**config.mk**
```make
export PLATFORM = sky130hd
export DESIGN_NAME = segment_mem_wb
export DESIGN_NICKNAME = d
export VERILOG_FILES = /design/src/rtl/segment_mem_wb.sv
export SDC_FILE = /design/constraint.sdc
export NUM_CORES = 1
export LEC_CHECK = 0
export ABC_CLOCK_PERIOD_IN_PS = 4500
export BUFFER_PORTS_ARGS = -buffer_cell sky130_fd_sc_hd__buf_2
export CORE_AREA = 2 2 98 100
export CTS_CLUSTER_SIZE = 40
export DETAILED_ROUTE_END_ITERATION = 7
export DIE_AREA = 0 0 100 102
export PLACE_DENSITY = 0.8
export RECOVER_POWER = 100
export SETUP_SLACK_MARGIN = 0.02
export SYNTH_ARGS = -nofsm -noshare
export SYNTH_HDL_FRONTEND = slang
export SYNTH_SLANG_ARGS = --single-unit
```
**constraint.sdc**
```tcl
create_clock -name clk -period 4.5 [get_ports clk]
set_input_delay 0.9 -clock clk [delete_from_list [all_inputs] [get_ports clk]]
set_output_delay 0.9 -clock clk [all_outputs]
set_load 0.1 [all_outputs]
```
**src/rtl/segment_mem_wb.sv**
```systemverilog
// Memory stage and MEM/WB pipeline register.
// Issues the data-memory request and stalls upstream while a
// variable-latency access is outstanding. Writes back into the W
// register once the access completes, and inserts bubbles while it
// waits. A watchdog abandons a hung access and raises a sticky error.
// All state updates happen on the falling clock edge.
module segment_mem_wb #(
    parameter int DATA_W  = 32,
    parameter int REG_W   = 4,
    parameter int TIMEOUT = 15
) (
    input  logic              clk,
    input  logic              reset,
    input  logic              RegWriteM,
    input  logic              MemtoRegM,
    input  logic              MemWriteM,
    input  logic              FlagsWriteM,
    input  logic [REG_W-1:0]  WA3M,
    input  logic [3:0]        ALUFlagsM,
    input  logic [DATA_W-1:0] ALUOutM,
    input  logic [DATA_W-1:0] WriteDataM,
    output logic              mem_req,
    output logic              mem_we,
    output logic [DATA_W-1:0] mem_addr,
    output logic [DATA_W-1:0] mem_wdata,
    input  logic [DATA_W-1:0] mem_rdata,
    input  logic              mem_ready,
    output logic              StallM,
    output logic              RegWriteW,
    output logic              MemtoRegW,
    output logic              FlagsWriteW,
    output logic [REG_W-1:0]  WA3W,
    output logic [3:0]        ALUFlagsW,
    output logic [DATA_W-1:0] ALUOutW,
    output logic [DATA_W-1:0] ReadDataW,
    output logic              MemErr
);

    localparam int CNT_W = (TIMEOUT + 1 > 1) ? $clog2(TIMEOUT + 1) : 1;
    localparam logic [CNT_W-1:0] CNT_LAST = CNT_W'(TIMEOUT - 1);

    typedef enum logic [1:0] {IDLE, WAIT, ERR} state_t;

    state_t           state, state_nxt;
    logic [CNT_W-1:0] cnt, cnt_nxt;
    logic             memop;
    logic             load_wb;   // 1 = capture M bundle, 0 = insert bubble
    logic             set_err;

    assign memop     = MemtoRegM | MemWriteM;
    assign mem_addr  = ALUOutM;
    assign mem_wdata = WriteDataM;

    // Next-state, watchdog count and memory/stall outputs
    always_comb begin
        state_nxt = state;
        cnt_nxt   = cnt;
        load_wb   = 1'b0;
        set_err   = 1'b0;
        mem_req   = 1'b0;
        mem_we    = 1'b0;
        StallM    = 1'b0;
        case (state)
            IDLE: begin
                mem_req = memop;
                mem_we  = MemWriteM;
                StallM  = memop & ~mem_ready;
                if (memop && !mem_ready) begin
                    state_nxt = WAIT;
                    cnt_nxt   = '0;
                end else begin
                    load_wb = 1'b1;
                end
            end
            WAIT: begin
                mem_req = 1'b1;
                mem_we  = MemWriteM;
                StallM  = ~mem_ready;
                if (mem_ready) begin
                    load_wb   = 1'b1;
                    state_nxt = IDLE;
                end else if (cnt == CNT_LAST) begin
                    state_nxt = ERR;
                    set_err   = 1'b1;
                end else begin
                    cnt_nxt = cnt + 1'b1;
                end
            end
            // Faulting instruction is dropped: no request, no stall, so
            // EX/MEM advances past it while a bubble goes to W.
            ERR:     state_nxt = IDLE;
            default: state_nxt = IDLE;
        endcase
        // Outputs must be quiet during reset even though inputs may be live
        if (!reset) begin
            mem_req = 1'b0;
            mem_we  = 1'b0;
            StallM  = 1'b0;
        end
    end

    // State register and wait counter
    always_ff @(negedge clk or negedge reset) begin
        if (!reset) begin
            state <= IDLE;
            cnt   <= '0;
        end else begin
            state <= state_nxt;
            cnt   <= cnt_nxt;
        end
    end

    // MEM/WB register: controls clear on a bubble, data fields hold
    always_ff @(negedge clk or negedge reset) begin
        if (!reset) begin
            RegWriteW   <= 1'b0;
            MemtoRegW   <= 1'b0;
            FlagsWriteW <= 1'b0;
            WA3W        <= '0;
            ALUFlagsW   <= '0;
            ALUOutW     <= '0;
            ReadDataW   <= '0;
        end else if (load_wb) begin
            RegWriteW   <= RegWriteM;
            MemtoRegW   <= MemtoRegM;
            FlagsWriteW <= FlagsWriteM;
            WA3W        <= WA3M;
            ALUFlagsW   <= ALUFlagsM;
            ALUOutW     <= ALUOutM;
            if (MemtoRegM) ReadDataW <= mem_rdata;
        end else begin
            RegWriteW   <= 1'b0;
            MemtoRegW   <= 1'b0;
            FlagsWriteW <= 1'b0;
        end
    end

    // Sticky timeout flag, cleared only by reset
    always_ff @(negedge clk or negedge reset) begin
        if (!reset)       MemErr <= 1'b0;
        else if (set_err) MemErr <= 1'b1;
    end

endmodule

```
* Word-level counts from Yosys, hierarchy flattened
Cells that the tools add are included.
** Storage, ports and cells
- Bits in registers :: 82
- Input port bits :: 111
- Output and inout port bits :: 143
- Logic and storage cells :: 51
** Operators by class
- Add/subtract/negate cells :: 1
- Eq/ne operators :: 6
- Mux-type cells :: 23
- Bitwise logic cells :: 3
- Reduce and logical (&&, ||, !) cells :: 8
** Operators by type and width (number)
- 2-to-1 mux 1 bit :: 12
- 2-to-1 mux 4 bit :: 3
- one-hot mux 4 bit (2 select lines) :: 1
- 2-to-1 mux 2 bit :: 3
- != test 2 bit, second input constant :: 3
- one-hot mux 1 bit (2 select lines) :: 3
- adder 4 x 1 -> 4 bit, second input constant :: 1
- == test 4 bit, second input constant :: 1
- one-hot mux 2 bit (2 select lines) :: 1
- AND reduction 2 bit :: 2
- AND reduction 4 bit :: 1
- != test 3 bit, second input constant :: 1
- == test 2 x 1 -> 1 bit, second input constant :: 1
- logical NOT 2 bit :: 1
- nonzero test 2 bit :: 1
- OR reduction 2 bit :: 1
- bitwise AND 1 bit :: 1
- logical AND 1 bit :: 1
- logical NOT 1 bit :: 1
- inverter 1 bit :: 1
- bitwise OR 1 bit :: 1

* Longest topological paths before layout
- Depth in word-level cells :: 5
- Gate-level depth with buffers :: 5
- Depth with buffers taken out :: 5

==> run summary <==
outcome -> finished, violations left
violated checks -> setup timing
CP max FO -> 2
worst min-delay path class -> reg -> reg
layout cells sized above 1 -> 54.4%
CTS root buffer -> clkbuf_8
Syn Nets -> 379
port bufs -> 189
fillers -> 864
number of buffers and inverters on the critical path -> 1
worst hold slack -> 0.410 ns
CP max stage delay -> 0.46 ns
Core ar. -> 9110 sq um
largest net degree at the start of global routing -> 85
PD cells -> 532 nW/um^2
Chip Height -> 102 um
slowest CP cell -> dfrtn_1
Total Routing Usage GR -> 13.2%
TritonRoute pass-1 iters -> 4
# Max-Cap Violations -> 0
Initial Util -> 42.0%
Placed Area -> 4490 sq um
Yosys reg bits -> 82
gp weighted congestion -> 0.714
CP delay by family, top -> flip-flops
Worst setup EP type -> primary output
Clock Sinks -> 82
Horiz. Die Dim -> 100 um
WL per Instance -> 13.9 um
most common library cell in the layout ignoring fill and taps -> buf_2
Synth cell types -> 29
Final Hold Viols -> 0
commonest non-fill, non-tap cells in the layout -> 153 x buf_2, 82 x dfrtn_1, 38 x mux2_1
CTS Buffer Depth -> 2
Remaining DRCs -> 0
Max-slew headroom -> 21.3%
endpoints failing setup -> 1
Setup Skew -> 0.00738 ns
register area share after synthesis -> 53.6%
Req. time, crit path -> 3.60 ns
Rows -> 35
Leakage -> 2.21 nW
RSZ-0062 raised after global routing -> true
H-tree levels -> 3
drt total wl -> 7.20 mm
CTS buffer count -> 9
nets -> 515
Worst-path clk slew -> 0.05 ns
post-route setup slack -> -0.0405 ns
vias per inst -> 4.61
Place WS -> 0.121 ns
final cell count without fillers -> 517
# diodes -> 0
CP startpoint kind -> register
clk_lat worst skew -> 0.32 ns
Area growth syn-to-layout -> 17.5%
DP HPWL -> 5.36 mm
total number of vias -> 2,385
PostCTS Resize Cnt -> 0
final-report max-slew violation count -> 0
global-route wire length before repair -> 10.6 mm
worst path cell trace -> nor3_4 > nor3b_4 > nor2b_4 > buf_12
syn_area_per_cell -> 14.4 sq um
die area -> 10,200 sq um
vias in the first global route -> 2,365
critical path class -> reg -> out
Max rail drop VDD -> 0.217 mV
synthesized area -> 3820 sq um
# IOs -> 254
initial antenna violation count -> 0
cts-stage hold buffer count -> 0
post-route design area -> 4490 sq um
CTS tree -> built
Synth warnings -> 0
post-placement cell count -> 497
Gate Count Post-Synth -> 266
initial DRC count -> 9
Final ANT Viol Nets -> 0
Worst Path Arrival -> 3.64 ns
Tot Pwr -> 0.00239 W
Worst Tran Pin Value -> 1.19 ns
grt ovf -> 0
per-stage QoR:
stage	TNS [ns]	util, %
after detailed placement	0	49.3
after floorplan	-0.818	-
after global routing	-0.147	49.3
final	-0.0405	49.3
after CTS	-0.101	51.6
after global placement	0	49.3
cell usage after synthesis (all sizes together):
library cell | instances | share of area (%)
nand2b | 1 | 0.16
or3 | 1 | 0.16
clkbuf | 1 | 0.13
mux2 | 73 | 25
mux2i | 1 | 0.26
o2bb2ai | 1 | 0.23
nand3b | 1 | 0.29
o2111ai | 1 | 0.23
or2b | 1 | 0.20
inv | 7 | 0.69
ha | 2 | 0.65
nor3 | 3 | 0.69
nor3b | 1 | 0.20
nand3 | 3 | 0.39
nor2 | 6 | 0.59
buf | 71 | 14
or2 | 2 | 0.33
o21ai | 2 | 0.26
dfrtn | 82 | 54
nand4 | 1 | 0.16
o21bai | 1 | 0.49
a221o | 1 | 0.26
nor2b | 1 | 0.16
and3b | 1 | 0.23
or3b | 1 | 0.23
path summary, 6_finish.rpt:
path                                       from                   endpoint  slack, ns  depth (start not counted)
setup / recovery           state[0]$_DFFE_NN0P_                     StallM      -0.04                          4
min in group asynchronous                 reset      FlagsWriteW$_DFF_NN0_       2.79                          2
hold / removal               MemErr$_DFFE_NN0P_         MemErr$_DFFE_NN0P_       0.41                          1
max in group asynchronous                 reset    ALUOutW[12]$_DFFE_NN0P_       1.35                          2
setup reg to reg           state[1]$_DFFE_NN0P_  ReadDataW[22]$_DFFE_NN0P_       2.58                          4
hold reg to reg              MemErr$_DFFE_NN0P_         MemErr$_DFFE_NN0P_       0.41                          1
power by group:
| group | switching [W] | internal [W] | total, W |
|---|---|---|---|
| Combinational | 0.000868 | 0.000170 | 0.00104 |
| Clock | 0.000245 | 0.000226 | 0.000471 |
| Sequential | 0.0000467 | 0.000836 | 0.000882 |
| Total | 0.00116 | 0.00123 | 0.00239 |
state kept, by name (all words and copies together) (netlist names):
signal	flops
cnt	4
state	2
RegWriteW	1
WA3W	4
MemErr	1
ReadDataW	32
ALUOutW	32
MemtoRegW	1
ALUFlagsW	4
FlagsWriteW	1
repair_timing:
action | in CTS | in global routing
endpoints found under the setup margin | 3 | 2
pin swaps | 2 | 2
buffers inserted | 4 | 1
per-layer routing:
| layer | global-route usage, % | part of all wire (%) | routed length, um | vias up |
|---|---|---|---|---|
| met5 | 0 | 0 | 0 | - |
| met3 | 4.86 | 10 | 721 | 10 |
| met1 | 14.4 | 39 | 2830 | 1126 |
| li1 | - | - | - | 1104 |
| met2 | 23.2 | 49 | 3540 | 145 |
| met4 | 5.58 | 1.6 | 116 | 0 |
logic make-up (layout without fill, tap and decap cells):
kind of cell / count (synthesis) / after routing / synth area share (%)
adder cells (fa/ha/maj): 2 / 2 / 0.654
multiplexers: 74 / 74 / 25.5
AND/OR/NAND/NOR: 23 / 23 / 3.80
buffers and inverters: 79 / 219 / 14.9
flip-flops: 82 / 82 / 53.6
AO/OA/AOI/OAI: 6 / 6 / 1.47
layout make-up:
class                      count  area, sq um  area share [%]
tap                          111          139            3.09
clock inverter                 4         27.5           0.612
inverter                       7         26.3           0.585
sequential                    82         2050            45.7
clock buffer                  11          151            3.37
multi-input combinational    105         1070            23.7
timing repair buffer         197         1030            23.0
Power figures use the tool's default switching activity.
